[config.mk]
export PLATFORM = sky130hd
export DESIGN_NAME = caliptra_prim_sum_split
export DESIGN_NICKNAME = d
export VERILOG_FILES = /design/src/rtl/caliptra_prim_sum_split.sv
export SDC_FILE = /design/constraint.sdc
export NUM_CORES = 1
export LEC_CHECK = 0
export BUFFER_PORTS_ARGS = -buffer_cell sky130_fd_sc_hd__buf_4
export CORE_UTILIZATION = 30
export CTS_BUF_LIST = sky130_fd_sc_hd__clkbuf_4
export CTS_CLUSTER_DIAMETER = 80
export DETAILED_ROUTE_END_ITERATION = 6
export PLACE_DENSITY = 0.56
export SLEW_MARGIN = 10
export SYNTH_ARGS = -nofsm -noshare
export SYNTH_HDL_FRONTEND = slang
export SYNTH_SLANG_ARGS = --single-unit
[constraint.sdc]
create_clock -name clk_i -period 25.8 [get_ports clk_i]
set_input_delay 1.29 -clock clk_i [delete_from_list [all_inputs] [get_ports clk_i]]
set_output_delay 1.29 -clock clk_i [all_outputs]
set_load 0.01 [all_outputs]
[src/rtl/caliptra_prim_sum_split.sv]
// caliptra_prim_sum_split: sequential budget splitter.
// Takes one total and a per-lane cap vector, then grants up to each lane's cap,
// one lane per cycle, until the total runs out or every lane has been visited.
// The optional define CALIPTRA_PRIM_SUM_SPLIT_ROTATE_EN rotates the first lane
// after every completed response so that first-lane priority is shared fairly.

// Holds one lane's registered grant and valid flag.
module caliptra_prim_sum_split_lane #(
  parameter int Width = 8
) (
  input  logic             clk_i,
  input  logic             rst_i,
  input  logic             clr,
  input  logic             we,
  input  logic [Width-1:0] grant,
  output logic [Width-1:0] value,
  output logic             valid
);

  // Clear on acceptance; load when the allocator visits this lane.
  always_ff @(posedge clk_i or posedge rst_i) begin
    if (rst_i) begin
      value <= '0;
      valid <= 1'b0;
    end else if (clr) begin
      value <= '0;
      valid <= 1'b0;
    end else if (we) begin
      value <= grant;
      valid <= |grant;
    end
  end

endmodule

module caliptra_prim_sum_split #(
  parameter int NumSrc = 32,
  parameter int Width  = 8
) (
  input  logic                          clk_i,
  input  logic                          rst_i,
  input  logic                          req_valid_i,
  output logic                          req_ready_o,
  input  logic [Width-1:0]              total_i,
  input  logic [NumSrc-1:0][Width-1:0]  caps_i,
  input  logic [NumSrc-1:0]             caps_valid_i,
  output logic [NumSrc-1:0][Width-1:0]  values_o,
  output logic [NumSrc-1:0]             valid_o,
  output logic [Width-1:0]              remainder_o,
  output logic                          rsp_valid_o,
  input  logic                          rsp_ready_i
);

  localparam int IdxW = $clog2(NumSrc);

  typedef enum logic [1:0] {
    IDLE  = 2'd0,
    ALLOC = 2'd1,
    DONE  = 2'd2
  } state_e;

  state_e                        state_q, state_d;
  logic [NumSrc-1:0][Width-1:0]  caps_q;
  logic [NumSrc-1:0]             caps_valid_q;
  logic [Width-1:0]              rem_q, rem_next, cap_sel, grant;
  logic [IdxW-1:0]               idx_q, idx_next, start_ptr;
  logic [IdxW-1:0]               cnt_q;
  logic                          accept, alloc, last;

  assign req_ready_o = (state_q == IDLE);
  assign rsp_valid_o = (state_q == DONE);
  assign accept      = req_valid_i & req_ready_o;
  assign alloc       = (state_q == ALLOC);

  // Grant for the lane under the pointer: capped by both the remaining budget
  // and the lane cap, zero for ineligible lanes. grant <= rem so no underflow.
  always_comb begin
    cap_sel  = caps_q[idx_q];
    grant    = '0;
    if (caps_valid_q[idx_q]) grant = (rem_q < cap_sel) ? rem_q : cap_sel;
    rem_next = rem_q - grant;
    last     = (rem_next == '0) || (cnt_q == IdxW'(NumSrc - 1));
    idx_next = (idx_q == IdxW'(NumSrc - 1)) ? '0 : idx_q + 1'b1;
  end

  // Next-state logic.
  always_comb begin
    state_d = state_q;
    unique case (state_q)
      IDLE:    if (accept) state_d = (total_i == '0) ? DONE : ALLOC;
      ALLOC:   if (last) state_d = DONE;
      DONE:    if (rsp_ready_i) state_d = IDLE;
      default: state_d = IDLE;
    endcase
  end

  // State register.
  always_ff @(posedge clk_i or posedge rst_i) begin
    if (rst_i) state_q <= IDLE;
    else       state_q <= state_d;
  end

  // Request capture and allocation bookkeeping.
  always_ff @(posedge clk_i or posedge rst_i) begin
    if (rst_i) begin
      caps_q       <= '0;
      caps_valid_q <= '0;
      rem_q        <= '0;
      idx_q        <= '0;
      cnt_q        <= '0;
      remainder_o  <= '0;
    end else if (accept) begin
      caps_q       <= caps_i;
      caps_valid_q <= caps_valid_i;
      rem_q        <= total_i;
      idx_q        <= start_ptr;
      cnt_q        <= '0;
      remainder_o  <= '0;
    end else if (alloc) begin
      rem_q <= rem_next;
      idx_q <= idx_next;
      cnt_q <= cnt_q + 1'b1;
      if (last) remainder_o <= rem_next;
    end
  end

`ifdef CALIPTRA_PRIM_SUM_SPLIT_ROTATE_EN
  // First-lane pointer advances once per completed response handshake.
  always_ff @(posedge clk_i or posedge rst_i) begin
    if (rst_i) start_ptr <= '0;
    else if (rsp_valid_o && rsp_ready_i)
      start_ptr <= (start_ptr == IdxW'(NumSrc - 1)) ? '0 : start_ptr + 1'b1;
  end
`else
  assign start_ptr = '0;
`endif

  // Per-lane output registers.
  for (genvar i = 0; i < NumSrc; i++) begin : g_lane
    caliptra_prim_sum_split_lane #(.Width(Width)) u_lane (
      .clk_i (clk_i),
      .rst_i (rst_i),
      .clr   (accept),
      .we    (alloc && (idx_q == IdxW'(i))),
      .grant (grant),
      .value (values_o[i]),
      .valid (valid_o[i])
    );
  end

endmodule

==> results.md <==
* CTS buffer count at approximately 170
* Hold Buf Count CTS at 0
* Wire per inst at ~22 µm
* CTS tree: done
* First-pass GRT wire length at 153,000 µm
* Failing checks: design-rule violations
* Most common cell after layout, fill and taps aside: nand2_1
* Routed WL at ~100,000 µm
* Port Buffers at between 500 and 600
* Tightest Hold Check Type: reg2reg
* Met1 GRT Util at 29.6%
* Post-synthesis cell type count at 57
* Max VDD drop at 0.000170 V
* RSZ-0062 raised after global routing: false
* Ys async rst share at 100%
* Area Overhead vs Synth at 27.8%
* Hold path depth at 2
* M3 GR Usage at 4.97%
* Post-cts sizing count at 0
* Synth Cell Area at around 0.027 mm²
* Crit end category: register
* Die area at ~0.09 mm²
* Ports at around 600
* H-tree depth at 4
* Worst Path Arrival at around 8.7 ns
* Num rows at between 100 and 150
* Layout cell share with drive strength beyond 1 at roughly 27%
* Setup tns final at 0 ns
* Finish-stage setup viols at 0
* R2R Path Start: idx_q[1]
* Leak at 17.2 nW
* Clock skew at ~0.066 ns
* Fin nets at just under 4,000
* Post-CTS Setup Bufs at 0
* Vias after detailed routing at approximately 23,000
* Non-filler cells, final at roughly 4,800
* Core Area at ~0.089 mm²
* Worst reg-to-reg setup slack at between 15 and 20 ns
* Largest net degree at the start of global routing at 190
* Fmax achieved at 0.127 GHz
* CTS Buffer Depth at 3
* #FFs+latches synth at 604
* Ys Warns at 0
* Max Cap Viol at 0
* Most Crowded Layer GR: met2
* GR Util All Layers at between 20% and 30%
* Synth Instances at roughly 3,000
* Main flop type after synthesis: dfrtp_1
* Worst reg-to-reg path cell count at 25
* GPL Wtd Cong at around 0.87
* Vias in the first global route at around 23,000
* Placement Cell Area at roughly 0.032 mm²
* Root buffer cell: clkbuf_4
* Initial antenna violation count at 4
* Hpwl dp at approximately 74,000 µm
* Critical path class: reg2reg
* Placed Cells at roughly 4,500
* Chip Width at around 300 µm
* Final min period at 7.85 ns
* Final Cycle Share at between 30% and 40%
* Clock slew at reported path FFs at approximately 0.070 ns
* Worst-margin pin slew at ~1.2 ns
* Seq/Total Area, Yosys at 56.3%
* Drt via density at between 4 and 5
* Antenna Violating Nets Remaining at 0
* PD cells at about 130 mW/mm²
* Commonest non-fill, non-tap cells in the layout: nand2_1, buf_4, dfrtp_1
* Net Count, Synth at 3,263
* DRT iter0 DRCs at 2,005
* Total Power at 4.38 mW
* Worst setup SP type: register
* Worst path required time at around 27 ns
* Initial core utilization at a little under a third
* Global Route met2 Usage at around 37%
* Num Clock Sinks at 604
* Final Hold Viols at 0
* Number of synthesized flops with an enable pin at 0
* Peak fanout along the critical path at 44
* Gr ovfl total at 0
* Clock Latency Late Sink at 1.00 ns
* Finished Cell Area at ~0.034 mm²
* Number of detailed-route iterations in the first pass at 7
* Hold Path End: caps_q[136]
* # DRC at 75
* RR Endpoint: state_q[1]
* Worst hold start: caps_q[136]
* Synthesized area per cell at a little over 9 µm²
* Die Y at between 300 and 400 µm
* Slew Viols, Final at 0
* Status: finished, violations left
* Rel. slew slack at between 20% and 30%
-- synth_stat cells, types with 2 or more instances --
cell      instances  area (µm²)
nor3_1            6        30.0
a21o_1            2        15.0
nand2b_1          7        43.8
buf_1             9        33.8
buf_6             8        90.1
a32o_1            5        50.1
o21a_1            2        15.0
buf_2            14        70.1
a22oi_1          18         135
mux2_2            9         101
nor2b_1          10        62.6
or4_1             2        15.0
a211oi_1          7        52.6
xor2_1            2        17.5
o211ai_1          4        30.0
o31ai_1           5        37.5
nand4_1           5        31.3
ha_1             23         288
nand3_1          19        95.1
a21oi_1         267        1340
mux2i_1          67         671
nor2_1           68         255
a221o_1           3        30.0
buf_4            35         263
clkbuf_1        142         533
o21ai_0          94         470
mux4_2           58        1310
o21ai_1           3        15.0
inv_1            23        86.3
dfrtp_1         604       15100
a211oi_2          2        25.0
nor4_1            6        37.5
nand2_1        1368        5130
and3_1            9        56.3
xnor2_1           3        26.3
or2_2             4        25.0
and2_1            5        31.3
o311a_1           2        20.0
-- flip-flops by register name, indices dropped and copies added (netlist names) --
signal               count
caps_q                 256
caps_valid_q            32
cnt_q                    5
g_lane.u_lane.valid     32
g_lane.u_lane.value    256
idx_q                    5
rem_q                    8
remainder_o              8
state_q                  2
-- worst max-delay path by stage --
stage	to	start	slack, ns
after floorplan	caps_q[0]	rst_i	7.60
after global placement	remainder_o[3]	idx_q[1]	18.08
after detailed placement	remainder_o[4]	idx_q[1]	18.05
after CTS	remainder_o[1]	idx_q[1]	17.99
after global routing	state_q[1]	idx_q[0]	17.50
final	state_q[1]	idx_q[1]	17.95
-- per-layer routing --
layer  wire [µm]  up-vias  share of wire, %
li1            -    10900                 -
met1       43600    11300                42
met2       50500      960                48
met3        7290      158               7.0
met4        3080        2               2.9
met5           9        -            0.0086
-- metrics by stage --
| stage | hold WS [ns] | setup slack, ns | utilization, % |
|---|---|---|---|
| 4_1_cts | 0.328 | 17.99 | 38.7 |
| 6_report | 0.473 | 17.95 | 38.7 |
| 3_5_place_dp | 0.460 | 18.05 | 36.3 |
| 5_1_grt | 0.360 | 17.50 | 38.7 |
| 3_3_place_gp | 0.454 | 18.08 | 36.3 |
| 2_1_floorplan | 0.438 | 7.60 | - |
-- power breakdown --
group	leakage [nW]	switching (mW)	total, mW	internal, mW
registers	7.94	0.247	1.49	1.24
clock network	1.26	0.431	0.891	0.460
logic	7.98	1.32	1.99	0.670
-- worst max-delay path: stages (launching register included) --
cell,delay [ns]
dfrtp_4,0.92
buf_4,0.63
mux4_2,0.40
mux4_2,0.49
mux2i_1,0.34
ha_1,0.32
a211oi_1,0.24
nand2_1,0.08
a21oi_1,0.12
nand2_1,0.18
nor2_1,0.46
nand3_1,0.21
o21ai_4,0.09
buf_4,0.43
ha_1,0.24
inv_1,0.05
fa_1,0.44
a21o_1,0.19
a21oi_1,0.22
o21bai_1,0.10
a21oi_1,0.18
xor2_1,0.13
o211ai_1,0.20
nor4_1,0.11
a211oi_2,0.64
o21ai_0,0.20
-- cell type report --
class	instances	area [µm²]
diodes	4	10.0
clock buffers	240	1800
clock inverters	51	335
fillers	9121	54200
inverters	24	97.6
multi-input cells	2103	10700
flip-flops and latches	604	15100
well taps	1165	1460
repair buffers	628	4740
-- logic make-up after synthesis --
logic type	share of synthesized area (%)
multiplexers	7.75
AND/OR/NAND/NOR	21.9
XOR/XNOR	0.163
buffers and inverters	4.02
AO/OA/AOI/OAI	8.70
flip-flops	56.3
adder cells (fa/ha/maj)	1.15
Note: power is estimated with default switching activity, not from simulation.
